--- src/rtl/ysyx_23060208_sram_arbiter.sv ---
// ysyx_23060208_sram_arbiter: round-robin IFU/LSU arbiter
// sharing one valid/ready SRAM port, one transaction at a time.
module ysyx_23060208_sram_arbiter #(
  parameter int DATA_WIDTH = 32,
  parameter int MASK_WIDTH = DATA_WIDTH / 8
) (
  input  logic                  clk,
  input  logic                  rst,
  input  logic                  ifu_req_valid,
  output logic                  ifu_req_ready,
  input  logic [DATA_WIDTH-1:0] ifu_addr,
  output logic                  ifu_resp_valid,
  input  logic                  ifu_resp_ready,
  output logic [DATA_WIDTH-1:0] ifu_rdata,
  input  logic                  lsu_req_valid,
  output logic                  lsu_req_ready,
  input  logic [DATA_WIDTH-1:0] lsu_addr,
  input  logic                  lsu_wen,
  input  logic [DATA_WIDTH-1:0] lsu_wdata,
  input  logic [MASK_WIDTH-1:0] lsu_wmask,
  output logic                  lsu_resp_valid,
  input  logic                  lsu_resp_ready,
  output logic [DATA_WIDTH-1:0] lsu_rdata,
  output logic                  sram_req_valid,
  input  logic                  sram_req_ready,
  output logic [DATA_WIDTH-1:0] sram_addr,
  output logic                  sram_wen,
  output logic [DATA_WIDTH-1:0] sram_wdata,
  output logic [MASK_WIDTH-1:0] sram_wmask,
  input  logic                  sram_resp_valid,
  output logic                  sram_resp_ready,
  input  logic [DATA_WIDTH-1:0] sram_rdata
);

  localparam logic [1:0] IDLE      = 2'd0;
  localparam logic [1:0] SEND      = 2'd1;
  localparam logic [1:0] WAIT_RESP = 2'd2;
  localparam logic [1:0] RESP      = 2'd3;

  logic [1:0]            state_q;
  logic [1:0]            state_d;
  logic                  owner_q;
  logic                  last_q;
  logic [DATA_WIDTH-1:0] addr_q;
  logic                  wen_q;
  logic [DATA_WIDTH-1:0] wdata_q;
  logic [MASK_WIDTH-1:0] wmask_q;
  logic [DATA_WIDTH-1:0] ifu_rdata_q;
  logic [DATA_WIDTH-1:0] lsu_rdata_q;
  logic                  idle;
  logic                  sel_lsu;
  logic                  grant;
  logic                  resp_hs;
  logic                  sram_hs;

  // LSU wins when alone, or on contention if IFU went last.
  // rst gates the readies so nothing is offered during reset.
  assign idle    = (state_q == IDLE) & rst;
  assign sel_lsu = lsu_req_valid & (~ifu_req_valid | ~last_q);
  assign grant   = idle & (ifu_req_valid | lsu_req_valid);
  assign sram_hs = (state_q == WAIT_RESP) & sram_resp_valid;
  assign resp_hs = owner_q ? lsu_resp_ready : ifu_resp_ready;

  assign ifu_req_ready   = idle & ~sel_lsu & ifu_req_valid;
  assign lsu_req_ready   = idle & sel_lsu;
  assign sram_req_valid  = (state_q == SEND);
  assign sram_resp_ready = (state_q == WAIT_RESP);
  assign ifu_resp_valid  = (state_q == RESP) & ~owner_q;
  assign lsu_resp_valid  = (state_q == RESP) & owner_q;

  assign sram_addr  = addr_q;
  assign sram_wen   = wen_q;
  assign sram_wdata = wdata_q;
  assign sram_wmask = wmask_q;
  assign ifu_rdata  = ifu_rdata_q;
  assign lsu_rdata  = lsu_rdata_q;

  // Transaction sequencing: grant, issue, await, deliver.
  always_comb begin
    state_d = state_q;
    unique case (state_q)
      IDLE:      if (grant)           state_d = SEND;
      SEND:      if (sram_req_ready)  state_d = WAIT_RESP;
      WAIT_RESP: if (sram_resp_valid) state_d = RESP;
      RESP:      if (resp_hs)         state_d = IDLE;
    endcase
  end

  // State, owner and round-robin history.
  always_ff @(posedge clk or negedge rst) begin
    if (!rst) begin
      state_q <= IDLE;
      owner_q <= 1'b0;
      last_q  <= 1'b1;
    end else begin
      state_q <= state_d;
      if (grant) begin
        owner_q <= sel_lsu;
        last_q  <= sel_lsu;
      end
    end
  end

  // Request fields are frozen at grant; IFU is always a plain read.
  always_ff @(posedge clk or negedge rst) begin
    if (!rst) begin
      addr_q  <= '0;
      wen_q   <= 1'b0;
      wdata_q <= '0;
      wmask_q <= '0;
    end else if (grant) begin
      addr_q  <= sel_lsu ? lsu_addr : ifu_addr;
      wen_q   <= sel_lsu & lsu_wen;
      wdata_q <= sel_lsu ? lsu_wdata : '0;
      wmask_q <= sel_lsu ? lsu_wmask : '0;
    end
  end

  // Response data per master; write acks return zero.
  always_ff @(posedge clk or negedge rst) begin
    if (!rst) begin
      ifu_rdata_q <= '0;
      lsu_rdata_q <= '0;
    end else if (sram_hs) begin
      if (owner_q)
        lsu_rdata_q <= wen_q ? '0 : sram_rdata;
      else
        ifu_rdata_q <= wen_q ? '0 : sram_rdata;
    end
  end

endmodule

--- config.mk ---
export PLATFORM = sky130hd
export DESIGN_NAME = ysyx_23060208_sram_arbiter
export DESIGN_NICKNAME = d
export VERILOG_FILES = /design/src/rtl/ysyx_23060208_sram_arbiter.sv
export SDC_FILE = /design/constraint.sdc
export NUM_CORES = 1
export LEC_CHECK = 0
export ABC_AREA = 1
export CORE_MARGIN = 1.5
export CORE_UTILIZATION = 32
export DETAILED_ROUTE_END_ITERATION = 7
export SYNTH_ARGS = -nofsm -noshare
export SYNTH_HDL_FRONTEND = slang
export SYNTH_SLANG_ARGS = --single-unit
--- constraint.sdc ---
create_clock -name clk -period 3.2 [get_ports clk]
set_clock_uncertainty 0.1 [all_clocks]
set_input_delay 0.48 -clock clk [delete_from_list [all_inputs] [get_ports clk]]
set_output_delay 0.48 -clock clk [all_outputs]
set_load 0.005 [all_outputs]
==> impl_metrics.py <==
metrics = {
    "outcome": {
        "outcome": "complete, no violations",
    },
    "pwr": {
        "power_w": 0.00855,
        "max-vdd-ir-drop_mv": 0.324,
        "p_per_area_nw_per_um2": 884,
        "power.leakage_nw": 4.77,
    },
    "floorplan": {
        "io_pins": 280,
        "initial_core_util_pct": 32.5,
        "die-area_um2": 19700,
        "rows": 50,
        "die_width_um": 140,
        "die_h_um": 140,
        "core_um2": 18600,
    },
    "placement": {
        "port_buffers": 279,
        "dp_hpwl_mm": 12.1,
        "place_congestion": 0.817,
    },
    "worst_setup_path": {
        "startpoint_type": "primary input",
        "critPathArrivalTime_ns": 2.29,
        "regToRegEndpoint": "lsu_rdata[18]$_DFFE_PN0P_",
        "crit_slowest_cell": "dlygate4sd3_1",
        "crit_cells": 7,
        "worstReg2RegStart": "state_q[0]$_DFFE_PN0P_",
        "r2r_cells": 6,
        "cp-startpoint": "rst",
        "required_ns": 2.62,
        "worstSetupEndpoint": "lsu_req_ready",
        "endpoint_kind": "primary output",
        "cpPeakStageDelay_ns": 0.55,
        "path_cells": "dlygate4sd3_1 -> buf_6 -> nand2_1 -> inv_1 -> nand2_1 -> inv_1 -> clkdlybuf4s50_1",
        "critical_path_buf_inv_count": 5,
        "path_class": "primary input to primary output",
        "rrSetupSlack_ns": 1.20,
        "critical_path.top_delay_family": "buffers and inverters",
        "cp_max_fo": 36,
    },
    "final_layout": {
        "fillers": 1767,
        "drive_gt1_share_pct": 4.36,
        "utilization_pct": 52.0,
        "nets": 1167,
        "area_delta_synth_final_pct": 60.0,
        "diodes": 0,
    },
    "clocking": {
        "clock-root-buffer": "clkbuf_16",
        "clkSlewWorstSetupHoldPaths_ns": 0.06,
        "htree_levels": 4,
        "clock-sinks": 137,
        "cts_buffers": 17,
        "clock_path_buffers": 2,
        "cts_tree": "yes",
        "insertion_delay_ns": 0.42,
    },
    "sta": {
        "report.final.slew_viol_count": 0,
        "hold_viol_final": 0,
        "max_freq_mhz": 349,
        "final.setup.tns_ns": 0,
        "rsz0062_at_grt": "no",
        "slew_headroom_pct": 49.5,
        "tightest_slew_ns": 0.757,
        "fin_crit_ns": 2.87,
        "whs_ns": 0.374,
        "setup_viol": 0,
        "fin_crit_sh_pct": 89.7,
    },
    "synthesis": {
        "synth_top_cell_by_area": "dfrtp_1",
        "syn_area_um2": 6040,
        "synth_seq_cells": 137,
        "syn_area_per_cell_um2": 8.05,
        "ys.warnings.count": 0,
        "yosysSeqAreaShare_pct": 56.8,
        "ys_types": 20,
        "yosysTopAreaCellShare_pct": 56.3,
        "synthCells": 750,
        "synthTopCellsByArea": "dfrtp_1, nand2_1, inv_1",
        "syn-num-nets": 896,
    },
    "grt": {
        "grt_max_degree": 72,
        "track_usage_pct": 18.4,
        "grt_pass1_vias": 5426,
        "grt_pass1_wl_mm": 28.3,
        "grt_overflow": 0,
        "antenna_found_initial": 0,
    },
    "min_path": {
        "hp-class": "flip-flop to flip-flop",
    },
    "route": {
        "drc": 0,
        "vias": 5493,
        "ant_nets": 0,
        "avgRoutedWirePerCell_um": 13.8,
        "drt_iter0_drc": 290,
        "firstDrtPassIters": 4,
        "vias_per_cell": 4.34,
        "wirelength_mm": 17.4,
    },
    "run": {
        "max_cap_viol_count": 0,
    },
}
[kinds of logic after synthesis]
group                      share of synthesized area (%)
and+or+nand+nor                                     21.2
buffers and inverters                               11.6
DFF                                                 56.8
AOI/OAI and AO/OA                                   9.36
adders and majority gates                           1.04
[worst min-delay path: stages, from the launching register on]
cell	delay [ns]
dfstp_2	0.37
nand2_1	0.05
nand2_1	0.05
[timing repair]
item                                   CTS  global route
hold buffers                             1             0
endpoints found under the hold margin   33             0
gates resized for setup                  0             0
setup buffers                            0             0
[area by class of cell]
| cell class | instances | area (um^2) | share of cell area (%) |
|---|---|---|---|
| clock buffers | 19 | 433 | 4.48 |
| clock inverters | 11 | 175 | 1.81 |
| inverters | 143 | 537 | 5.55 |
| multi-input cells | 433 | 1910 | 19.8 |
| flip-flops and latches | 137 | 3430 | 35.5 |
| well taps | 234 | 293 | 3.03 |
| repair buffers | 289 | 2880 | 29.8 |
[state kept, by name, summed over array words and instances, names as in the netlist]
name	cells
sram_addr	32
sram_wen	1
state_q	2
sram_wmask	4
lsu_rdata	32
owner_q	1
sram_wdata	32
last_q	1
ifu_rdata	32
[layout by cell type (no fill, tap or decap), types with 4 or more instances in the layout]
cell type          n
buf_4              8
bufinv_16          4
clkbuf_16         17
clkdlybuf4s50_1  278
clkinv_4           4
dfrtp_1          136
ha_1               5
inv_1            142
nand2_1          288
nor2_1            33
o211ai_1          32
o21ai_0           62
[where the power goes]
| part | switching, W | leakage, nW | internal [W] |
|---|---|---|---|
| logic | 0.00149 | 2.77 | 0.00199 |
| registers | 0.000456 | 1.72 | 0.00256 |
| clock network | 0.000751 | 0.289 | 0.00130 |
| total | 0.00269 | 4.77 | 0.00585 |
[how the worst min path moves through the flow]
| stage | cells after the start | start | end | slack, ns |
|---|---|---|---|---|
| after global routing | 2 | sram_addr[6]$_DFFE_PN0P_ | sram_addr[6]$_DFFE_PN0P_ | 0.40 |
| final | 2 | last_q$_DFFE_PN1P_ | last_q$_DFFE_PN1P_ | 0.37 |
| after floorplan | 0 | rst | ifu_rdata[0]$_DFFE_PN0P_ | 0.08 |
| after global placement | 1 | rst | lsu_rdata[7]$_DFFE_PN0P_ | 0.30 |
| after CTS | 2 | last_q$_DFFE_PN1P_ | last_q$_DFFE_PN1P_ | 0.37 |
| after detailed placement | 1 | rst | lsu_rdata[7]$_DFFE_PN0P_ | 0.30 |
[Yosys cell counts]
| cell type | n |
|---|---|
| buf_4 | 3 |
| nand4_1 | 2 |
| dfstp_2 | 1 |
| nor3_4 | 2 |
| nand2_1 | 290 |
| clkbuf_1 | 19 |
| or2_2 | 1 |
| nor2_1 | 33 |
| ha_1 | 5 |
| o21ai_1 | 3 |
| buf_2 | 10 |
| inv_2 | 1 |
| o211ai_1 | 32 |
| dfrtp_1 | 136 |
| nor3_1 | 1 |
| nand3_1 | 2 |
| clkbuf_2 | 3 |
| inv_1 | 142 |
| o21ai_0 | 62 |
| buf_1 | 2 |
[metrics by stage]
stage	worst slack, ns	instance area [um^2]	std cells
after global placement	0.837	9040	1235
after floorplan	1.47	6040	750
after global routing	0.178	9660	1266
after CTS	0.295	9660	1266
final	0.331	9660	1266
after detailed placement	0.820	9040	1235
[layer usage]
layer	GRT usage, %	up-vias	part of all wire [%]
met1	22.7	2489	44
met5	0	-	0
met4	6.26	0	1.6
met3	8.27	19	9.4
met2	28.6	208	44
li1	-	2777	-
Note: power is estimated with default switching activity, not from simulation.
